### config.mk
export PLATFORM = sky130hd
export DESIGN_NAME = mul_acc_collector
export DESIGN_NICKNAME = d
export VERILOG_FILES = /design/src/rtl/mul_acc_pkg.sv /design/src/rtl/ready_rise_det.sv /design/src/rtl/mul_acc_collector.sv
export SDC_FILE = /design/constraint.sdc
export NUM_CORES = 1
export LEC_CHECK = 0
export ABC_AREA = 1
export CORE_ASPECT_RATIO = 1.4
export CORE_UTILIZATION = 40
export DETAILED_ROUTE_END_ITERATION = 7
export GPL_TIMING_DRIVEN = 0
export PLACE_DENSITY = 0.62
export SLEW_MARGIN = 0
export SYNTH_ARGS = -nofsm -noshare
export SYNTH_HDL_FRONTEND = slang
export SYNTH_SLANG_ARGS = --single-unit
### constraint.sdc
create_clock -name clk -period 2.7 [get_ports clk]
set_input_delay 0.54 -clock clk [delete_from_list [all_inputs] [get_ports clk]]
set_output_delay 0.54 -clock clk [all_outputs]
set_load 0.05 [all_outputs]
### src/rtl/mul_acc_pkg.sv
// ============================================================================
// Module  : mul_acc_pkg
// Brief   : Shared types and default constants for the multiplier MAC back end.
// Revision: 1.0 - initial release
// ============================================================================
`default_nettype none

package mul_acc_pkg;

   typedef enum logic [0:0] {
      IDLE = 1'b0,
      ACC  = 1'b1
   } state_t;

   localparam int PROD_W_DEF = 8;
   localparam int ACC_W_DEF  = 12;
   localparam int COUNT_DEF  = 4;

   localparam logic MODE_UNSIGNED = 1'b0;
   localparam logic MODE_SIGNED   = 1'b1;

endpackage

`default_nettype wire

### src/rtl/ready_rise_det.sv
// ============================================================================
// Module  : ready_rise_det
// Brief   : Rising-edge detector on the multiplier ready level (one cap per high).
// Revision: 1.0 - initial release
// ============================================================================
`default_nettype none

module ready_rise_det (
   input  logic clk,
   input  logic reset,
   input  logic ready_in,
   output logic cap
);

   logic ready_d;

   // Resetting to 1 keeps a ready already high at reset release from counting.
   always_ff @(posedge clk) begin
      if (reset) begin
         ready_d <= 1'b1;
      end else begin
         ready_d <= ready_in;
      end
   end

   assign cap = ready_in & ~ready_d;

endmodule

`default_nettype wire

### src/rtl/mul_acc_collector.sv
// ============================================================================
// Module  : mul_acc_collector
// Brief   : Sums COUNT multiplier products per group, emits sum, valid, overflow.
//           Define MUL_ACC_SAT_EN to clamp on overflow instead of wrapping.
// Revision: 1.0 - initial release
// ============================================================================
`default_nettype none

module mul_acc_collector
   import mul_acc_pkg::*;
#(
   parameter int PROD_W = PROD_W_DEF,
   parameter int ACC_W  = ACC_W_DEF,
   parameter int COUNT  = COUNT_DEF
) (
   input  logic              clk,
   input  logic              reset,
   input  logic              clear,
   input  logic              ready_in,
   input  logic [PROD_W-1:0] product_in,
   input  logic              sign_in,
   output logic [ACC_W-1:0]  acc_out,
   output logic              acc_valid,
   output logic              overflow,
   output logic              busy
);

   localparam int              CNT_W = (COUNT > 2) ? $clog2(COUNT) : 1;
   localparam logic [CNT_W-1:0] LAST = CNT_W'(COUNT - 1);

   logic             cap;
   state_t           state;
   logic [ACC_W-1:0] acc;
   logic [CNT_W-1:0] count;
   logic             mode;
   logic             ovf_sticky;

   logic             cur_mode;
   logic [ACC_W-1:0] ext;
   logic [ACC_W:0]   raw;
   logic             add_ovf;
   logic [ACC_W-1:0] sum;

   ready_rise_det u_rise (
      .clk      (clk),
      .reset    (reset),
      .ready_in (ready_in),
      .cap      (cap)
   );

   always_comb begin
      // Mode is taken live on the first capture, latched for the rest of the group.
      cur_mode = (state == IDLE) ? sign_in : mode;
      if (cur_mode == MODE_SIGNED) begin
         ext = {{(ACC_W - PROD_W){product_in[PROD_W-1]}}, product_in};
      end else begin
         ext = {{(ACC_W - PROD_W){1'b0}}, product_in};
      end
      raw = {1'b0, acc} + {1'b0, ext};
      if (cur_mode == MODE_SIGNED) begin
         add_ovf = (acc[ACC_W-1] == ext[ACC_W-1]) && (raw[ACC_W-1] != acc[ACC_W-1]);
      end else begin
         add_ovf = raw[ACC_W];
      end
      sum = raw[ACC_W-1:0];
`ifdef MUL_ACC_SAT_EN
      if (add_ovf) begin
         if (cur_mode == MODE_SIGNED) begin
            sum = acc[ACC_W-1] ? {1'b1, {(ACC_W-1){1'b0}}} : {1'b0, {(ACC_W-1){1'b1}}};
         end else begin
            sum = {ACC_W{1'b1}};
         end
      end
`endif
   end

   always_ff @(posedge clk) begin
      if (reset) begin
         state      <= IDLE;
         acc        <= '0;
         count      <= '0;
         mode       <= MODE_UNSIGNED;
         ovf_sticky <= 1'b0;
         acc_out    <= '0;
         acc_valid  <= 1'b0;
         overflow   <= 1'b0;
      end else begin
         acc_valid <= 1'b0;
         if (clear) begin
            state      <= IDLE;
            acc        <= '0;
            count      <= '0;
            ovf_sticky <= 1'b0;
         end else if (cap) begin
            case (state)
               IDLE: begin
                  if (COUNT == 1) begin
                     acc_out   <= ext;
                     overflow  <= 1'b0;
                     acc_valid <= 1'b1;
                  end else begin
                     acc        <= ext;
                     count      <= CNT_W'(1);
                     mode       <= sign_in;
                     ovf_sticky <= 1'b0;
                     state      <= ACC;
                  end
               end
               ACC: begin
                  if (count == LAST) begin
                     acc_out    <= sum;
                     overflow   <= ovf_sticky | add_ovf;
                     acc_valid  <= 1'b1;
                     acc        <= '0;
                     count      <= '0;
                     ovf_sticky <= 1'b0;
                     state      <= IDLE;
                  end else begin
                     acc        <= sum;
                     count      <= count + CNT_W'(1);
                     ovf_sticky <= ovf_sticky | add_ovf;
                  end
               end
               default: state <= IDLE;
            endcase
         end
      end
   end

   assign busy = (state == ACC);

endmodule

`default_nettype wire
==> results.md <==
- Clk buf depth: 2
- Asr flop ratio synth: 0%
- Fillers: about 470
- Worst endpoint data arrival time: roughly 2700 ps
- Ys flop type: dfxtp_1
- Port bufs: 26
- Combinational family with the most area after synthesis: simple AND/OR/NAND/NOR gates
- Worst path most repeated cell: nand2_1
- Largest net degree at the start of global routing: 11
- XOR/XNOR Fraction of Synth Area: between 4 and 5%
- Synth Net Count: around 290
- ANT nets after route: 0
- Period Utilization, post-route: approximately 93%
- Post-CTS setup buffers: 0
- Hold_buf cts: 0
- Initial Util: between 40% and 50%
- Post-layout nets: about 330
- Status: completed
- Final core utilization: between 50% and 60%
- Layout cells sized above 1: about 13%
- Cell count after synthesis: ~270
- Sink Count: 32
- Final min period: roughly 2500 ps
- Grt total ovfl: 0
- Critical Path Max Stage Delay: a little under 500 ps
- RSZ-0062 raised after global routing: false
- Max-slew headroom: 63.95%
- Global-route wire length before repair: about 7600 microns
- Max Clk Rate: 397.8 MHz
- Met2 Usage GRT: about 33%
- Die Height: roughly 85 microns
- GR peak layer: met2
- Total Power: between 1 and 1.5 mW
- Met1 Track Usage GR: between 20% and 30%
- Synth top area share: between 30% and 40%
- Synth Area in Adders: approximately 7.4%
- Vias in the first global route: between 1500 and 2000
- Die width: approximately 61 microns
- Clock-pin slew on the worst setup and hold paths: 70 ps
- Synth Register Bits: 32
- ANT cells: 0
- I/O pin cnt: 28
- 1st-iter DRT viols: 75
- Row count: 29
- DP HPWL: roughly 3400 microns
- Top post-synthesis cells by count: 39 x nand2_1, 35 x inv_1, 32 x dfxtp_1
- Overall routing resource usage: slightly below 20%
- Post-synth top area cell: dfxtp_1
- Endpoints failing hold: 0
- # DRC: 0
- Die ar.: 5202 sq um
- Multiplexer share of the synthesized area: 0%
- Setup Viol. Count Final: 0
- Reg area: 640.6 sq um
- Detailed Routing Iterations Pass 1: 4
- CORE AREA: around 4600 sq um
- Maximum Capacitance Violations: 0
- Clock Latency Late Sink: 280 ps
- Compound-gate portion of the synthesized area: 17.12%
- Final Cell Area: between 2000 and 2500 sq um
- Area contributors post-synth: dfxtp_1 33%, nand2_1 7.4%, a21oi_1 7.1%
- Via count: 1816
- Post-DP Area: approximately 2300 sq um
- CTS tree: yes
- Worst clock skew: 2.634 ps
- Area Overhead vs Synth: 21.96%
- Yosys warns: 0
- Post-synth cell types: 34
- Peak VDD IR: 209.8 uV
- Initial antenna violation count: 0
- Pwr dens: about 420 nW/um^2
- Setup TNS: 0 ps
- Routability cong.: 0.8554
- Area of the multi-input gates: roughly 1100 sq um
- Crit Path Category: input port to flop
- Post-cts resize count: 0
- CTS Buf Count: 5
- DR WL/cell: roughly 13 microns
- Critical path's slowest cell: clkdlybuf4s50_1
- Crit-path max FO: 3
- Final WL: ~4600 microns
- Sequential cell area fraction in the yosys report: 32.59%
- Syn_area_per_cell: 7.334 sq um
- Synth Area in Simple Gates: between 20 and 30%
- Worst-margin pin slew: roughly 540 ps
- DR vias/cell: ~5
- Crit-path cells: clkdlybuf4s50_1 > ha_1 > inv_1 > fa_1 > o21ai_2 > nand2_1 > nand2_1 > nand3_1 > nand2_1 > a21oi_2 > xor2_1 > nand2_1 > a21oi_1
- H-tree depth: 2
- Nature of the critical path startpoint: input port
- Setup crit end kind: flop
- Worst path required time: ~3000 ps
- Number of flops mapped to enable cells by yosys: 0
- Cell Area, Synth: 1966 sq um
- Hold Crit Class: flop to flop
- Met3 usage: 3.963%
- Top-count cell post-synth: nand2_1
- CTS root buf: clkbuf_8
- Fin. max-slew vios: 0
- Pleak: between 1 and 1.5 nW
-- critical path, delay by kind of cell --
family | cells | cell delay (ps)
buffers and inverters | 2 | 550
adder cells (fa/ha/maj) | 2 | 600
AND/OR/NAND/NOR | 5 | 430
AO/OA/AOI/OAI | 3 | 400
XOR/XNOR | 1 | 210
-- final timing paths --
check	startpoint	end	slack, ps	cells after the start
worst max-delay path	product_in[0]	acc[10]$_SDFFE_PP0P_	190	13
worst min-delay path	acc_out[0]$_SDFFE_PP0P_	acc_out[0]$_SDFFE_PP0P_	470	2
worst max register to register	acc[0]$_SDFFE_PP0P_	acc[10]$_SDFFE_PP0P_	610	12
worst min register to register	acc_out[0]$_SDFFE_PP0P_	acc_out[0]$_SDFFE_PP0P_	470	2
-- through the flow --
stage | std cells | hold slack, ps | worst slack, ps
after floorplan | 268 | 449.1 | 581.1
after global placement | 356 | 448.2 | -198.3
after detailed placement | 356 | 453.8 | -188.7
after CTS | 364 | 464.1 | 77.43
after global routing | 364 | 479.3 | 12.77
final | 364 | 465.1 | 185.9
-- registers in the layout, indices dropped and copies added, names as in the netlist --
register        count
acc_out            12
count               2
busy                1
mode                1
overflow            1
ovf_sticky          1
u_rise.ready_d      1
acc                12
acc_valid           1
-- kinds of logic (layout without fill, tap and decap cells) --
| logic type | after synthesis | in the layout |
|---|---|---|
| adders and majority gates | 11 | 11 |
| and+or+nand+nor | 107 | 107 |
| buffers and inverters | 46 | 80 |
| DFF | 32 | 32 |
| AOI/OAI and AO/OA | 62 | 62 |
| xor gates and xnor gates | 10 | 10 |
-- report_power, final --
part / leakage, nW / internal (mW) / total, mW / switching, mW
clock network: 0.0455 / 0.208 / 0.388 / 0.180
logic: 0.770 / 0.0510 / 0.135 / 0.0845
registers: 0.259 / 0.478 / 0.482 / 0.00412
-- layout make-up --
cell class	count	share of cell area, %
clock buffers	8	3.758
flip-flops and latches	32	26.72
plain buffers	9	1.827
multi-input cells	190	47.49
well taps	62	3.236
inverters	37	6.106
repair buffers	26	10.86
-- metal layers --
| metal | wire length (microns) | up-vias |
|---|---|---|
| met2 | 2240 | 42 |
| met4 | 76 | 0 |
| li1 | - | 933 |
| met5 | 0 | - |
| met3 | 184 | 7 |
| met1 | 2079 | 834 |
-- cell usage in the layout (no fill, tap or decap), types with 2 or more instances in the layout --
master / synthesis / layout
a211oi_1: 2 / 2
a21oi_1: 28 / 28
a21oi_2: 2 / 2
a31oi_1: 2 / 2
buf_2: 2 / 2
clkbuf_1: 6 / 8
clkbuf_8: 0 / 6
clkdlybuf4s50_1: 0 / 26
dfxtp_1: 32 / 32
ha_1: 10 / 10
inv_1: 35 / 35
nand2_1: 39 / 39
nand2_2: 6 / 6
nand2_4: 5 / 5
nand3_1: 8 / 8
nand3_2: 6 / 6
nand4_1: 2 / 2
nor2_1: 31 / 31
nor2_2: 2 / 2
nor2_4: 3 / 3
nor3_1: 2 / 2
o21ai_0: 21 / 21
o21ai_1: 3 / 2
xnor2_1: 3 / 3
xor2_1: 7 / 7
(Power assumes the default switching activity.)
